===== src/rtl/file_register_arbiter.sv =====
// Two-requester round-robin arbiter serialising single-word accesses to a shared 32x32 file register.
// Optional FILE_ARB_FIXED_PRIO_EN: requester 0 always wins simultaneous requests.
module file_register_arbiter #(
    parameter int DATA_W   = 32,
    parameter int ADDR_W   = 5,
    parameter int READ_LAT = 1
) (
    input  logic              clk,
    input  logic              rst,
    input  logic              req0,
    input  logic              op0,
    input  logic [ADDR_W-1:0] addr0,
    input  logic [DATA_W-1:0] wdata0,
    output logic              ack0,
    input  logic              req1,
    input  logic              op1,
    input  logic [ADDR_W-1:0] addr1,
    input  logic [DATA_W-1:0] wdata1,
    output logic              ack1,
    output logic [DATA_W-1:0] rdata,
    output logic              rf_we,
    output logic              rf_re,
    output logic [ADDR_W-1:0] rf_addr,
    output logic [DATA_W-1:0] rf_wdata,
    output logic              rf_wdata_oe,
    input  logic [DATA_W-1:0] rf_rdata,
    output logic              busy,
    output logic              grant
);

    typedef enum logic [1:0] {
        IDLE   = 2'd0,
        ACCESS = 2'd1,
        RWAIT  = 2'd2,
        DONE   = 2'd3
    } state_t;

    localparam int CNT_W = 2;
    // RWAIT lasts READ_LAT-1 cycles; the counter runs 0..READ_LAT-2.
    localparam logic [CNT_W-1:0] WAIT_LAST = CNT_W'((READ_LAT > 1) ? (READ_LAT - 2) : 0);

    if (READ_LAT < 1 || READ_LAT > 4) begin : g_bad_read_lat
        $error("file_register_arbiter: READ_LAT must be in 1..4");
    end

    state_t            state_r;
    logic              op_r;
    logic [CNT_W-1:0]  wait_cnt_r;

    logic              any_req_s;
    logic              win_s;
    logic              sel_op_s;
    logic [ADDR_W-1:0] sel_addr_s;
    logic [DATA_W-1:0] sel_wdata_s;

    // Winner selection among the requesters present in this IDLE cycle.
    always_comb begin
        any_req_s = req0 | req1;
        win_s     = grant;
        if (req0 && req1) begin
`ifdef FILE_ARB_FIXED_PRIO_EN
            win_s = 1'b0;
`else
            win_s = ~grant;
`endif
        end else if (req0) begin
            win_s = 1'b0;
        end else if (req1) begin
            win_s = 1'b1;
        end else begin
            win_s = grant;
        end
    end

    // Route the winning requester's transaction fields.
    always_comb begin
        sel_op_s    = op1;
        sel_addr_s  = addr1;
        sel_wdata_s = wdata1;
        if (win_s == 1'b0) begin
            sel_op_s    = op0;
            sel_addr_s  = addr0;
            sel_wdata_s = wdata0;
        end else begin
            sel_op_s    = op1;
            sel_addr_s  = addr1;
            sel_wdata_s = wdata1;
        end
    end

    // Transaction sequencer; all outputs are registered alongside the state.
    always_ff @(posedge clk or posedge rst) begin
        if (rst) begin
            state_r     <= IDLE;
            op_r        <= 1'b0;
            wait_cnt_r  <= '0;
            ack0        <= 1'b0;
            ack1        <= 1'b0;
            rf_we       <= 1'b0;
            rf_re       <= 1'b0;
            rf_wdata_oe <= 1'b0;
            rf_addr     <= '0;
            rf_wdata    <= '0;
            rdata       <= '0;
            busy        <= 1'b0;
            grant       <= 1'b1;
        end else begin
            case (state_r)
                IDLE: begin
                    ack0 <= 1'b0;
                    ack1 <= 1'b0;
                    if (any_req_s) begin
                        grant   <= win_s;
                        op_r    <= sel_op_s;
                        rf_addr <= sel_addr_s;
                        busy    <= 1'b1;
                        state_r <= ACCESS;
                        if (sel_op_s) begin
                            rf_we       <= 1'b1;
                            rf_wdata_oe <= 1'b1;
                            rf_wdata    <= sel_wdata_s;
                        end else begin
                            rf_re <= 1'b1;
                        end
                    end else begin
                        busy <= 1'b0;
                    end
                end
                ACCESS: begin
                    if (op_r) begin
                        rf_we       <= 1'b0;
                        rf_wdata_oe <= 1'b0;
                        ack0        <= ~grant;
                        ack1        <= grant;
                        state_r     <= DONE;
                    end else if (READ_LAT > 1) begin
                        wait_cnt_r <= '0;
                        state_r    <= RWAIT;
                    end else begin
                        rf_re   <= 1'b0;
                        rdata   <= rf_rdata;
                        ack0    <= ~grant;
                        ack1    <= grant;
                        state_r <= DONE;
                    end
                end
                RWAIT: begin
                    if (wait_cnt_r == WAIT_LAST) begin
                        rf_re   <= 1'b0;
                        rdata   <= rf_rdata;
                        ack0    <= ~grant;
                        ack1    <= grant;
                        state_r <= DONE;
                    end else begin
                        wait_cnt_r <= wait_cnt_r + 2'd1;
                    end
                end
                DONE: begin
                    ack0    <= 1'b0;
                    ack1    <= 1'b0;
                    busy    <= 1'b0;
                    state_r <= IDLE;
                end
                default: begin
                    ack0        <= 1'b0;
                    ack1        <= 1'b0;
                    rf_we       <= 1'b0;
                    rf_re       <= 1'b0;
                    rf_wdata_oe <= 1'b0;
                    busy        <= 1'b0;
                    state_r     <= IDLE;
                end
            endcase
        end
    end

    file_register_arbiter_checker u_checker (
        .clk         (clk),
        .rst         (rst),
        .ack0        (ack0),
        .ack1        (ack1),
        .rf_we       (rf_we),
        .rf_re       (rf_re),
        .rf_wdata_oe (rf_wdata_oe),
        .busy        (busy)
    );

endmodule

// Protocol invariants of the arbiter's outputs.
module file_register_arbiter_checker (
    input logic clk,
    input logic rst,
    input logic ack0,
    input logic ack1,
    input logic rf_we,
    input logic rf_re,
    input logic rf_wdata_oe,
    input logic busy
);

    a_we_re_exclusive: assert property (@(posedge clk) disable iff (rst) !(rf_we && rf_re));
    a_oe_follows_we:   assert property (@(posedge clk) disable iff (rst) rf_wdata_oe == rf_we);
    a_ack_exclusive:   assert property (@(posedge clk) disable iff (rst) !(ack0 && ack1));
    a_ack0_single:     assert property (@(posedge clk) disable iff (rst) ack0 |=> !ack0);
    a_ack1_single:     assert property (@(posedge clk) disable iff (rst) ack1 |=> !ack1);
    a_ack_when_busy:   assert property (@(posedge clk) disable iff (rst) (ack0 || ack1) |-> busy);

endmodule


===== config.mk =====
export PLATFORM = sky130hd
export DESIGN_NAME = file_register_arbiter
export DESIGN_NICKNAME = d
export VERILOG_FILES = /design/src/rtl/file_register_arbiter.sv
export SDC_FILE = /design/constraint.sdc
export NUM_CORES = 1
export LEC_CHECK = 0
export BUFFER_PORTS_ARGS = -buffer_cell sky130_fd_sc_hd__buf_4
export CORE_ASPECT_RATIO = 1.1
export CORE_MARGIN = 3
export CORE_UTILIZATION = 41
export CTS_CLUSTER_DIAMETER = 150
export CTS_CLUSTER_SIZE = 10
export DETAILED_ROUTE_END_ITERATION = 6
export PLACE_DENSITY = 0.75
export RECOVER_POWER = 100
export SLEW_MARGIN = 20
export SYNTH_ARGS = -nofsm -noshare
export SYNTH_HDL_FRONTEND = slang
export SYNTH_SLANG_ARGS = --single-unit

===== constraint.sdc =====
create_clock -name clk -period 2.3 [get_ports clk]
set_input_delay 0.345 -clock clk [delete_from_list [all_inputs] [get_ports clk]]
set_output_delay 0.345 -clock clk [all_outputs]
set_load 0.01 [all_outputs]

== Yosys cells after proc, flatten, opt, wreduce, memory -nomap -nowiden ==
Index checks and enable logic that the tools add are counted.
Cells by class
  add/subtract/negate cells: 1
  multipliers: 0
  divide/modulo/power cells: 0
  $lt $le $gt $ge: 0
  equality and inequality tests: 9
  shift-type cells: 0
  mux-type cells: 27
  bitwise operators: 3
  reduce and logical (&&, ||, !) cells: 15
Operators by type and width (count)
  $mux 32: 3
  $pmux 32 s2: 1
  $mux 1: 14
  $ne 2x2->1 const B: 6
  $pmux 1 s3: 3
  $pmux 2 s4: 1
  $reduce_and 2->1: 3
  $reduce_and 3->1: 2
  $reduce_bool 2->1: 3
  $mux 5: 1
  $reduce_and 5->1: 1
  $eq 2x2->1 const B: 2
  $logic_not 2->1: 2
  $mux 2: 2
  $pmux 1 s2: 2
  $reduce_and 4->1: 1
  $reduce_bool 3->1: 1
  $add 2x1->2 const B: 1
  $eq 2x1->1 const B: 1
  $not 1->1: 2
  $reduce_or 2->1: 1
  $logic_and 1x1->1: 1
  $or 1x1->1: 1
Storage, ports and cells
  register bits: 80
  latch bits: 0
  memory bits (writable): 0
  ROM bits: 0
  bits of input ports: 112
  word-level logic and storage cells: 67
  memories kept: 0

== Longest topological paths before layout ==
  word-level depth: 7
  gate-level depth with buffers: 6

== Worst setup path after synthesis ==
Ideal clock, no wire load.
  path kind: register to register
  start point: register grant
  end point: register rf_wdata[1]
  setup time: 125 ps
  arrival: 1806 ps
  required time: 2175 ps
  setup slack: 369 ps
  stages on the path, launching flop included: 7
  path buffers: 2
  clock period less this slack: 1931 ps
  cells stage by stage: dfstp_2 and2b_1 nor2_1 buf_6 buf_6 mux2_1 mux2_2
Between the ends
  word-level cells in the longest chain between the ends: 5
  elaborated cells between the ends (all ways): 7
RTL lines
  from (decl): RTL line 28  | output logic grant
  from (signal assigned): RTL line 113  | grant <= win_s;
  $mux 1: RTL line 68  | end else if (req1) begin
  $mux 1: RTL line 66  | end else if (req0) begin
  $mux 1 (*): RTL line 60  | if (req0 && req1) begin
  $mux 1: RTL line 80  | if (win_s == 1'b0) begin
  $reduce_and 3->1 (no line)
  to (signal assigned): RTL line 121  | rf_wdata <= sel_wdata_s;
  to (decl): RTL line 24  | output logic [DATA_W-1:0] rf_wdata,
Mark *: on every way between the ends. The rest lies on a longest branch, timed or not.
A chain may end at the register's enable or synchronous reset.

== Worst setup path in the final report ==
  start point: register grant
  end point: register rf_wdata[6]
Same word-level chain as after synthesis.

==> reports/metrics.yaml <==
status:
  status: "completed"
setup_path:
  cp_cell_sequence: "and2b_1, nor2_4, buf_12, mux2_1, mux2_2"
  worstSetupStartpointType: "flop"
  critPathMaxFanout: 38
  max_stage_delay_ns: 0.67
  critPathCaptureType: "flop"
  cp_data_required_time_ns: 2.53
  cpMaxStageDelayCell: "dfstp_1"
  crit_arrival_ns: 2.30
  path_class: "reg -> reg"
timing:
  hold_ws_ns: 0.213
  drv_slew: 0
  setup_viol: 0
  finalHoldViolCount: 0
  clock-skew-final_ns: 0.00952
  worst_slew_pin_slew_ns: 1.13
  slew_headroom_pct: 23.6
  min_period_over_period_pct: 90.0
  fin_crit_ns: 2.07
  fmax_mhz: 483
  rsz0062_at_grt: "false"
  setup-tns-final_ns: 0
  setup_ws_ns: 0.231
cts:
  ctsLongestPathBuffers: 2
  cts_root_buf: "clkbuf_8"
  insertion_delay_ns: 0.35
  cts_buffers: 9
  cts_tree: "done"
  clkSlewWorstSetupHoldPaths_ns: 0.08
  cts_num_sinks: 80
  cts_max_level: 3
route:
  dr.pass1.iters: 4
  wl_per_cell_um: 16.0
  drt_iter0_markers: 64
  finalWirelength_mm: 9.19
  viasPerCell: 4.89
  vias: 2811
  antenna_left: 0
  drc: 0
placement:
  gp_congestion: 0.788
  place_inst: 557
  dp_hpwl_mm: 6.89
  placed_cell_area_sq_um: 5260
  pre_cts_slack_ns: 0.00976
  io_buffers: 187
power:
  power_density_nw_per_um2: 1290
  leakage_uw: 0.00239
  ir_drop_mv: 0.463
global_routing:
  grt_max_degree: 48
  track_usage_pct: 17.8
  grt_pass1_vias: 2910
  antenna_found_initial: 0
  grt_pass1_wl_mm: 14.5
  overflow: 0
synthesis:
  ys.flop_type: "dfrtp_1"
  yosysSeqAreaShare_pct: 54.0
  ys_types: 31
  synth_edf_count: 0
  async_reset_ff_share_pct: 100
  synth_area_leaders: "dfrtp_1 53%, mux2_2 22%, mux2_4 5.3%"
  ys_top_cells_by_count: "79 x dfrtp_1, 73 x mux2_2, 19 x nand2_1, 13 x mux2_4, 11 x mux2_1"
  synth-seq-cells: 80
  synth_cells: 267
  syn_area_sq_um: 3710
  yosys_warnings: 0
  avgSynthCellArea_sq_um: 13.9
  yosys.area.top_type: "dfrtp_1"
  synth.most_common_cell: "dfrtp_1"
  syn_nets: 385
  synth_top_area_share_pct: 53.3
die:
  fp.dieH_um: 106
  fp-row-count: 35
  initial_core_util_pct: 43.2
  die_w_um: 96.7
  pin_count: 188
  die_area_sq_um: 10200
  coreArea_sq_um: 8580
final_layout:
  diodes: 0
  drive_above_1_share_pct: 45.0
  stdcell_area_sq_um: 5190
  syn2layout_area_growth_pct: 39.9
  finalNonFillerCells: 575
  fin_nets: 577
min_path:
  hold_class: "in -> reg"
flow_run:
  drv_cap: 0
[path summary, 6_finish.rpt]
path                                           endpoint  slack, ns               from  depth (start not counted)
worst max-delay path            rf_wdata[6]$_DFFE_PP0P_       0.23  grant$_DFFE_PP1P_                          5
min in group asynchronous         rdata[25]$_DFFE_PP0P_       0.44                rst                          3
worst min-delay path              rdata[21]$_DFFE_PP0P_       0.21       rf_rdata[21]                          2
max in group asynchronous         rdata[22]$_DFFE_PP0P_       0.56                rst                          4
worst min register to register         ack1$_DFFE_PP0N_       0.48   ack1$_DFFE_PP0N_                          2
worst max register to register  rf_wdata[6]$_DFFE_PP0P_       0.23  grant$_DFFE_PP1P_                          5
[critical path, delay by kind of cell (launching register included)]
kind / cells / cell delay (ns)
AND/OR/NAND/NOR: 2 / 0.39
flip-flops: 1 / 0.67
buffers and inverters: 1 / 0.24
multiplexers: 2 / 0.64
[metal layers]
layer / vias to the layer above / wire length (um) / GRT usage (%)
met5: - / 0 / 0
met4: 0 / 121 / 7.42
met3: 10 / 845 / 6.88
met2: 140 / 4390 / 27.8
met1: 1340 / 3840 / 22.0
li1: 1321 / - / -
[layout by cell type (no fill, tap or decap), types with 3 or more instances in the layout]
cell type    n
inv_1        6
buf_4      111
mux2_2      71
mux2i_1      6
nand2_1     19
o21ai_0     11
clkbuf_8     9
a21oi_1      3
ha_1         6
mux2_1      24
nand3_1      3
clkbuf_1    76
nand2b_1     5
dfrtp_1     79
bufinv_16    3
[cell type report]
type | instances | area [sq um]
flip-flops and latches | 80 | 2000
multi-input cells | 169 | 1600
well taps | 111 | 139
repair buffers | 192 | 1180
fillers | 763 | 3390
inverters | 7 | 27.5
clock buffers | 10 | 128
clock inverters | 6 | 115
[per-stage QoR]
step / util [%] / power [uW]
2_1_floorplan: - / 4490
3_3_place_gp: 61.3 / 5970
3_5_place_dp: 61.3 / 6080
4_1_cts: 64.3 / 7350
5_1_grt: 60.5 / 7150
6_report: 60.5 / 6680
[where the power goes]
group          leakage (uW)  internal (uW)  switching (uW)  total [uW]
Sequential         0.000957           2120             384        2500
Combinational       0.00132           1460            1480        2930
Clock              0.000117            729             521        1250
[cells by family after synthesis]
family / synth area share [%]
AND/OR/NAND/NOR: 5.36
multiplexers: 32.4
adder cells (fa/ha/maj): 2.02
buffers and inverters: 3.00
XOR/XNOR: 0.236
AO/OA/AOI/OAI: 2.97
flip-flops: 54.0
[registers in the layout (all words and copies together) (netlist names)]
name and cells:
ack0 1, rf_wdata_oe 1, state_r 2, rf_re 1, wait_cnt_r 2, rdata 32, op_r 1, ack1 1
busy 1, rf_wdata 32, rf_addr 5, grant 1
[repair_timing]
action,4_1_cts,5_1_grt
setup buffers,0,0
endpoints found under the hold margin,2,0
gates resized for setup,0,1
hold buffers,1,0
endpoints found under the setup margin,0,32
Power figures use the tool's default switching activity.
